`src/rtl/simple_processor_pkg.sv`:
```
// Shared types and constants for the simple_processor pipeline.
// The fetch stage uses the state enum and the buffered entry layout.
package simple_processor_pkg;

  localparam int ADDR_WIDTH = 16;
  localparam int DATA_WIDTH = 16;
  localparam int PC_STEP    = 2;

  typedef enum logic [1:0] {
    BOOT,
    FETCH,
    DISCARD
  } fetch_state_e;

  typedef struct packed {
    logic [DATA_WIDTH-1:0] instr;
    logic [ADDR_WIDTH-1:0] pc;
  } fetch_entry_t;

endpackage

```
`src/rtl/instr_fetch_buffer.sv`:
```
// First-word-fall-through FIFO used between fetch and decode.
module fetch_buffer
  import simple_processor_pkg::*;
#(
  parameter  int WIDTH = $bits(fetch_entry_t),
  parameter  int DEPTH = 2,
  localparam int CNT_W = $clog2(DEPTH) + 1
) (
  input  logic             clk_i,
  input  logic             arst_i,
  input  logic             push_i,
  input  logic [WIDTH-1:0] wdata_i,
  input  logic             pop_i,
  input  logic             flush_i,
  output logic [WIDTH-1:0] rdata_o,
  output logic [CNT_W-1:0] count_o
);

  localparam int PTR_W = $clog2(DEPTH);
  localparam logic [CNT_W-1:0] FULL_CNT = CNT_W'(DEPTH);

  logic [WIDTH-1:0] mem_q [DEPTH];
  logic [PTR_W-1:0] rd_ptr_q;
  logic [PTR_W-1:0] wr_ptr_q;
  logic [CNT_W-1:0] count_q;
  logic             push_en;
  logic             pop_en;

  // Guarded locally so misuse by a future client cannot corrupt the pointers.
  assign push_en = push_i & (count_q != FULL_CNT);
  assign pop_en  = pop_i & (count_q != '0);

  always_ff @(posedge clk_i or posedge arst_i) begin
    if (arst_i) begin
      rd_ptr_q <= '0;
      wr_ptr_q <= '0;
      count_q  <= '0;
      for (int unsigned i = 0; i < DEPTH; i++) begin
        mem_q[i] <= '0;
      end
    end else if (flush_i) begin
      rd_ptr_q <= '0;
      wr_ptr_q <= '0;
      count_q  <= '0;
    end else begin
      if (push_en) begin
        mem_q[wr_ptr_q] <= wdata_i;
        wr_ptr_q        <= wr_ptr_q + PTR_W'(1);
      end
      if (pop_en) begin
        rd_ptr_q <= rd_ptr_q + PTR_W'(1);
      end
      case ({push_en, pop_en})
        2'b10:   count_q <= count_q + CNT_W'(1);
        2'b01:   count_q <= count_q - CNT_W'(1);
        default: count_q <= count_q;
      endcase
    end
  end

  assign rdata_o = mem_q[rd_ptr_q];
  assign count_o = count_q;

endmodule

```
`src/rtl/instr_fetch_unit.sv`:
```
// Instruction fetch stage: owns the PC, issues imem requests one at a time
// and queues fetched instructions for decode; redirects restart the stream.
module instr_fetch_unit #(
  parameter int MEM_ADDR_WIDTH = simple_processor_pkg::ADDR_WIDTH,
  parameter int MEM_DATA_WIDTH = simple_processor_pkg::DATA_WIDTH,
  parameter int PC_STEP        = simple_processor_pkg::PC_STEP,
  parameter int BUF_DEPTH      = 2
) (
  input  logic                      clk_i,
  input  logic                      arst_i,
  input  logic [MEM_ADDR_WIDTH-1:0] boot_addr_i,
  output logic                      imem_req_o,
  output logic [MEM_ADDR_WIDTH-1:0] imem_addr_o,
  input  logic [MEM_DATA_WIDTH-1:0] imem_rdata_i,
  input  logic                      imem_ack_i,
  input  logic                      redirect_i,
  input  logic [MEM_ADDR_WIDTH-1:0] redirect_addr_i,
  output logic                      instr_valid_o,
  output logic [MEM_DATA_WIDTH-1:0] instr_o,
  output logic [MEM_ADDR_WIDTH-1:0] instr_pc_o,
  input  logic                      instr_ready_i
);

  import simple_processor_pkg::*;

  localparam int CNT_W = $clog2(BUF_DEPTH) + 1;
  localparam logic [CNT_W-1:0]          FULL_CNT = CNT_W'(BUF_DEPTH);
  localparam logic [MEM_ADDR_WIDTH-1:0] STEP     = MEM_ADDR_WIDTH'(PC_STEP);

  typedef struct packed {
    logic [MEM_DATA_WIDTH-1:0] instr;
    logic [MEM_ADDR_WIDTH-1:0] pc;
  } entry_t;

  fetch_state_e              state_q, state_d;
  logic [MEM_ADDR_WIDTH-1:0] pc_q, pc_d;
  logic [MEM_ADDR_WIDTH-1:0] target_q, target_d;
  logic                      push;
  logic                      pop;
  logic                      flush;
  logic                      done;
  logic [CNT_W-1:0]          count;
  entry_t                    push_entry;
  entry_t                    head;

  always_ff @(posedge clk_i or posedge arst_i) begin
    if (arst_i) begin
      state_q  <= BOOT;
      pc_q     <= '0;
      target_q <= '0;
    end else begin
      state_q  <= state_d;
      pc_q     <= pc_d;
      target_q <= target_d;
    end
  end

  // In DISCARD pc_q still holds the abandoned address, so the bus stays stable.
  assign imem_req_o  = ((state_q == FETCH) && (count < FULL_CNT)) || (state_q == DISCARD);
  assign imem_addr_o = pc_q;
  assign done        = imem_req_o & imem_ack_i;

  always_comb begin
    state_d  = state_q;
    pc_d     = pc_q;
    target_d = target_q;
    push     = 1'b0;
    flush    = 1'b0;
    case (state_q)
      BOOT: begin
        pc_d    = boot_addr_i;
        state_d = FETCH;
      end
      FETCH: begin
        if (redirect_i) begin
          flush = 1'b1;
          if (imem_req_o && !imem_ack_i) begin
            target_d = redirect_addr_i;
            state_d  = DISCARD;
          end else begin
            pc_d = redirect_addr_i;
          end
        end else if (done) begin
          push = 1'b1;
          pc_d = pc_q + STEP;
        end
      end
      DISCARD: begin
        flush = redirect_i;
        if (imem_ack_i) begin
          pc_d    = redirect_i ? redirect_addr_i : target_q;
          state_d = FETCH;
        end else if (redirect_i) begin
          target_d = redirect_addr_i;
        end
      end
      default: state_d = BOOT;
    endcase
  end

  assign push_entry = '{instr: imem_rdata_i, pc: pc_q};
  assign pop        = instr_valid_o & instr_ready_i;

  fetch_buffer #(
    .WIDTH ($bits(entry_t)),
    .DEPTH (BUF_DEPTH)
  ) u_buf (
    .clk_i   (clk_i),
    .arst_i  (arst_i),
    .push_i  (push),
    .wdata_i (push_entry),
    .pop_i   (pop),
    .flush_i (flush),
    .rdata_o (head),
    .count_o (count)
  );

  assign instr_valid_o = (count != '0);
  assign instr_o       = head.instr;
  assign instr_pc_o    = head.pc;

endmodule

```
`config.mk`:
```
export PLATFORM = sky130hd
export DESIGN_NAME = instr_fetch_unit
export DESIGN_NICKNAME = d
export VERILOG_FILES = /design/src/rtl/simple_processor_pkg.sv /design/src/rtl/instr_fetch_buffer.sv /design/src/rtl/instr_fetch_unit.sv
export SDC_FILE = /design/constraint.sdc
export NUM_CORES = 1
export LEC_CHECK = 0
export CORE_MARGIN = 3
export CORE_UTILIZATION = 30
export CTS_CLUSTER_DIAMETER = 50
export DETAILED_ROUTE_END_ITERATION = 8
export DONT_BUFFER_PORTS = 1
export PLACE_DENSITY_LB_ADDON = 0.05
export SLEW_MARGIN = 40
export SYNTH_ARGS = -nofsm -noshare
export SYNTH_HDL_FRONTEND = slang
export SYNTH_HIERARCHICAL = 1
export SYNTH_SLANG_ARGS = --single-unit
```
`constraint.sdc`:
```
create_clock -name clk_i -period 2.3 [get_ports clk_i]
set_input_delay 0.23 -clock clk_i [delete_from_list [all_inputs] [get_ports clk_i]]
set_output_delay 0.23 -clock clk_i [all_outputs]
set_load 0.01 [all_outputs]
```
# Yosys cells after proc, flatten, opt, wreduce, memory -nomap -nowiden

Cells that the tools add are included.

Register bits after elaboration: 102
Bits of input ports: 53
Output and inout bits: 50
Word-level logic and storage cells: 82

Add/sub/neg operators: 5
$lt $le $gt $ge: 4
Eq/ne operators: 11
Muxes and demuxes: 31
Bitwise gates (word level): 7
Reductions and logical operators: 16

Operator list:

| operator                | number |
|---|---|
| $mux W16                | 8 |
| $mux W32                | 4 |
| $bwmux W64              | 1 |
| $pmux W16 S3            | 1 |
| $demux W32 S1           | 1 |
| $pmux W16 S2            | 1 |
| $add A16 B2 Y16 const B | 1 |
| $mux W1                 | 8 |
| $mux W2                 | 4 |
| $ne A2 B2 Y1 const B    | 4 |
| $reduce_and A4 Y1       | 2 |
| $reduce_bool A2 Y1      | 4 |
| $ne A3 B3 Y1 const B    | 2 |
| $pmux W2 S3             | 1 |
| $reduce_bool A3 Y1      | 2 |
| $and A1 B1 Y1           | 4 |
| $eq A2 B1 Y1 const B    | 2 |
| $eq A2 B2 Y1 const B    | 2 |
| $ge A2 B2 Y1 const B    | 2 |
| $not A1 Y2              | 2 |
| $pmux W2 S2             | 1 |
| $logic_and A1 B1 Y1     | 3 |
| $reduce_and A3 Y1       | 1 |
| $add A1 B1 Y1 const B   | 2 |
| other kinds (11)        | 11 |

# Longest topological paths before layout

Word-level depth: 11
Depth in mapped cells: 9
Gate-level depth less buffers: 7

# Modules after synthesis

Netlist, hierarchy kept.

By module, submodules not included:

| module           | instances | cells each | area an instance (µm²) | sequential area each (µm²) |
|---|---|---|---|---|
| fetch_buffer     | 1         | 195        | 2992.9                 | 1701.6 |
| instr_fetch_unit | 1         | 231        | 2214.6                 | 850.8 |

# Least setup slack after synthesis

OpenSTA, ideal clock, no wires.

Path kind: reg-to-reg
Start point: reg state_q[1]
End point: reg u_buf/mem_q[38] (netlist bit)
Setup time: 0.125 ns
Data arrival time: 2.187 ns
Data required time: 2.175 ns
Path slack: -0.012 ns
Stages on the path, launching flop included: 10
Path buffers: 2
Clock period less this slack: 2.312 ns
Cells stage by stage: dfrtp_1 -> inv_1 -> ha_1 -> buf_6 -> a21o_1 -> and3_1 -> inv_1 -> nor4_4 -> buf_6 -> mux2_2

Cells in the longest elaborated chain, start to end: 9
Elaborated cells between the ends (all ways): 12
Those cells by class: 2 x eq/ne; 4 x mux; 3 x bitwise; 3 x reduce/logical

RTL lines:

| what                                 | line                     | RTL |
|---|---|---|
| start, declared                      | instr_fetch_unit.sv:35   | `fetch_state_e state_q, state_d;` |
| start signal, assigned               | instr_fetch_unit.sv:52   | `state_q <= state_d;` |
| $eq A2 B1 Y1                         | instr_fetch_unit.sv:59   | `assign imem_req_o = ((state_q == FETCH) && (count < FULL_CNT)) \|\| (state_q == DISCARD);` |
| $logic_and A1 B1 Y1                  | instr_fetch_unit.sv:59   |  |
| $logic_or A1 B1 Y1 *                 | instr_fetch_unit.sv:59   |  |
| named net imem_req_o                 | instr_fetch_unit.sv:12   | `output logic imem_req_o,` |
| $and A1 B1 Y1 *                      | instr_fetch_unit.sv:61   | `assign done = imem_req_o & imem_ack_i;` |
| $mux W1 *                            | instr_fetch_unit.sv:83   | `end else if (done) begin` |
| $mux W1 *                            | instr_fetch_unit.sv:75   | `if (redirect_i) begin` |
| $mux W1 *                            | instr_fetch_unit.sv:69   | `case (state_q)` |
| named net push                       | instr_fetch_unit.sv:38   | `logic push;` |
| $and A1 B1 Y1 *                      | instr_fetch_buffer.sv:30 | `assign push_en = push_i & (count_q != FULL_CNT);` |
| $reduce_and A2 Y1 (no source line) * | -                        |  |
| end signal, assigned by index        | instr_fetch_buffer.sv:47 | `mem_q[wr_ptr_q] <= wdata_i;` |
| end, declared                        | instr_fetch_buffer.sv:22 | `logic [WIDTH-1:0] mem_q [DEPTH];` |

The timed path passes the listed nets; every way through them passes the cells marked *.
A chain may end at the register's enable or synchronous reset.

# Worst setup path after layout

Start point: reg state_q[0]
End point: reg u_buf/mem_q[49] (netlist bit)

Cells in the longest elaborated chain, start to end: 9
Elaborated cells between the ends (all ways): 12
Those cells by class: 2 x eq/ne; 4 x mux; 3 x bitwise; 3 x reduce/logical

RTL lines:

| what                                 | line |
|---|---|
| $eq A2 B1 Y1                         | instr_fetch_unit.sv:59, instr_fetch_unit.sv:69 |
| $logic_and A1 B1 Y1                  | instr_fetch_unit.sv:59 |
| $logic_or A1 B1 Y1                   | instr_fetch_unit.sv:59 |
| $and A1 B1 Y1                        | instr_fetch_unit.sv:61 |
| $mux W1                              | instr_fetch_unit.sv:83 |
| $mux W1                              | instr_fetch_unit.sv:75 |
| $mux W1 *                            | instr_fetch_unit.sv:69 |
| named net push                       | instr_fetch_unit.sv:38 |
| $and A1 B1 Y1 *                      | instr_fetch_buffer.sv:30 |
| $reduce_and A2 Y1 (no source line) * | - |

Marks and branches as above.

==> results.yml <==
outcome:
  status: "complete, no violations"
timing:
  maxSlewHeadroom_pct: 61.43
  drv_slew: 0
  rsz0062_at_grt: "false"
  fin_skew_ns: 0.009223
  setup_violations: 0
  fmax_mhz: 452.3
  hold_violations: 0
  tightest_slew_ns: 0.5760
  setup-tns-final_ns: 0
  fin_crit_ns: 2.211
  worst_slack_ns: 0.08920
  hold-worst-slack_ns: 0.02601
  fin_crit_sh_pct: 96.12
global_routing:
  grt_usage_pct: 14.25
  grt_first_pass_wirelength_mm: 20.33
  grt_max_degree: 69
  grt_antenna_before_repair: 0
  gr-total-overflow: 0
  grt_pass1_vias: 3530
power_and_ir_drop:
  vdd_ir_drop_max_mv: 0.5295
  powerDensity_nw_per_um2: 1425
  p_leak_uw: 0.002661
logic_synthesis:
  synth-main-ff-cell: "dfrtp_1"
  synth_fa_ha_area_share_pct: 1.442
  synth_top_family_by_area: "multiplexers"
  yosysTopAreaCellShare_pct: 49.01
  syn_nets: 485
  synthTopCellsByArea: "dfrtp_1, mux2_2, o21ai_0"
  syn_inst: 426
  async_reset_ff_share_pct: 100.0
  yosysWarnings: 6
  yosys.area.top_type: "dfrtp_1"
  muxShareOfSynthArea_pct: 24.63
  synthSimpleGateAreaFrac_pct: 8.433
  syn-cell-area_um2: 5207
  ys_ff_latch: 102
  synth_seq_area_share_pct: 49.01
  synth.distinct_cells: 51
  syn_avg_cell_area_um2: 12.22
  synth_compound_area_share_pct: 11.27
  synth-xor-area-share_pct: 0.8409
  synth-edff-count: 0
clock_tree:
  tritoncts: "built"
  cts_buffers: 9
  clockBufferDepth: 2
  insertion_delay_ns: 0.35
  path_clk_slew_ns: 0.07
  clockRootBuffer: "clkbuf_16"
  cts_sinks: 102
  h-tree-depth: 3
worst_setup_path:
  crit_fanout: 7
  startpoint_type: "register"
  worstSetupPathType: "reg -> reg"
  end_kind: "register"
  required_ns: 2.53
  r2r_slack_ns: 0.09
  cp.arrival_ns: 2.44
finish:
  layout_common_cells: "mux2_2, dfrtp_1, buf_4"
  drive_gt1_share_pct: 40.84
  fillers: 1686
  final_area_um2: 6021
  final_common_cell: "mux2_2"
  syn_to_final_growth_pct: 15.62
  antenna_cells: 0
  nets: 507
  multi_input_area_um2: 2445
  utilization_pct: 35.92
  regArea_um2: 2554
route:
  first_iter_violations: 144
  drc_errors: 0
  via_per_inst: 5.061
  ant_nets: 0
  wirelength_mm: 13.59
  avgRoutedWirePerCell_um: 20.19
  via_count: 3406
  dr.pass1.iters: 4
die:
  chipWidth_um: 137.8
  core-area_um2: 16760
  start_util_pct: 31.07
  fp-row-count: 47
  io_pins: 103
  dieArea_um2: 18980
  die_y_um: 137.8
placed_design:
  hpwl_mm: 9.083
  placed_area_um2: 5519
  place_congestion: 0.7411
  numPortBuffers: 0
  dp_slack_ns: 0.06945
run:
  maxCapViolations: 0
hold_path:
  hold_path.class: "in -> reg"
-- kinds of logic (layout without fill, tap and decap cells) --
logic type / count (synthesis) / count (layout)
AO/OA/AOI/OAI: 83 / 83
XOR/XNOR: 5 / 5
adder cells (fa/ha/maj): 6 / 6
buffers and inverters: 40 / 67
flip-flops: 102 / 102
multiplexers: 114 / 114
AND/OR/NAND/NOR: 76 / 76
-- worst paths after layout --
| check | from | to | depth (start not counted) |
|---|---|---|---|
| min in group asynchronous | arst_i | u_buf/mem_q[0]$_DFFE_PP0P_ | 3 |
| max in group asynchronous | arst_i | state_q[0]$_DFFE_PP0P_ | 3 |
| setup reg to reg | state_q[0]$_DFFE_PP0P_ | u_buf/mem_q[49]$_DFFE_PP0P_ | 9 |
| setup / recovery | state_q[0]$_DFFE_PP0P_ | u_buf/mem_q[49]$_DFFE_PP0P_ | 9 |
| hold reg to reg | u_buf/mem_q[42]$_DFFE_PP0P_ | u_buf/mem_q[42]$_DFFE_PP0P_ | 1 |
| hold / removal | redirect_addr_i[14] | target_q[14]$_DFFE_PP0P_ | 1 |
-- registers in the layout, indices dropped and copies added (netlist names) --
register / cells
target_q: 16
u_buf/rd_ptr_q: 1
imem_addr_o: 16
u_buf/mem_q: 64
u_buf/count_o: 2
u_buf/wr_ptr_q: 1
state_q: 2
-- cell usage after synthesis (all sizes together) (2+ instances only) --
cell type and count:
nor2b 3, a211oi 6, mux2 113, nand2 11, dfrtp 102, a221oi 5
o21ai 23, a31oi 4, and2 2, a21o 5, a21boi 2, a22oi 2
nand3 10, nor3 7, a21oi 11, xor2 2, nor4 4, nand2b 2
and3 4, nor2 24, or2 2, xnor2 3, inv 15, ha 6
nand4 2, clkbuf 7, o31ai 13, a221o 8, buf 18
-- where the power goes --
| group | total (µW) | internal [µW] | switching [µW] | leakage [µW] |
|---|---|---|---|---|
| Sequential | 3270 | 2620 | 650 | 0.00131 |
| Combinational | 3620 | 1750 | 1870 | 0.00119 |
| Clock | 1690 | 1010 | 675 | 0.000162 |
-- routing by layer --
metal | share of wire [%] | global-route usage, % | vias to the layer above
li1 | - | - | 1616
met1 | 41 | 17.73 | 1683
met2 | 49 | 23.13 | 96
met3 | 8.5 | 5.369 | 11
met4 | 1.1 | 4.116 | 0
met5 | 0 | 0 | -
-- cell type report --
type,count,share of cell area [%]
Inverter,15,0.9975
Clock inverter,5,1.351
Multi-Input combinational cell,284,40.61
Timing Repair Buffer,36,5.860
Clock buffer,11,4.198
Tap cell,220,4.572
Sequential cell,102,42.41
-- stage by stage --
step,cells,total power (µW)
after global routing,673,9252
after floorplan,426,5819
final,673,8580
after global placement,643,6695
after detailed placement,643,6744
after CTS,660,8504
-- critical path, cell delays in order (launching register included) --
cell and delay, ns:
dfrtp_2 0.43, inv_1 0.10, ha_1 0.17, a21o_1 0.11, and3_4 0.23, inv_2 0.07
nor4_4 0.30, buf_6 0.18, clkbuf_16 0.16, mux2_2 0.33
-- timing repair --
item                                    4_1_cts  5_1_grt
buffers inserted                              0       10
resized for setup                             0        6
hold buffers                                  1        0
endpoints found under the hold margin       102        0
endpoints found under the setup margin        0       32
(Power assumes the default switching activity.)
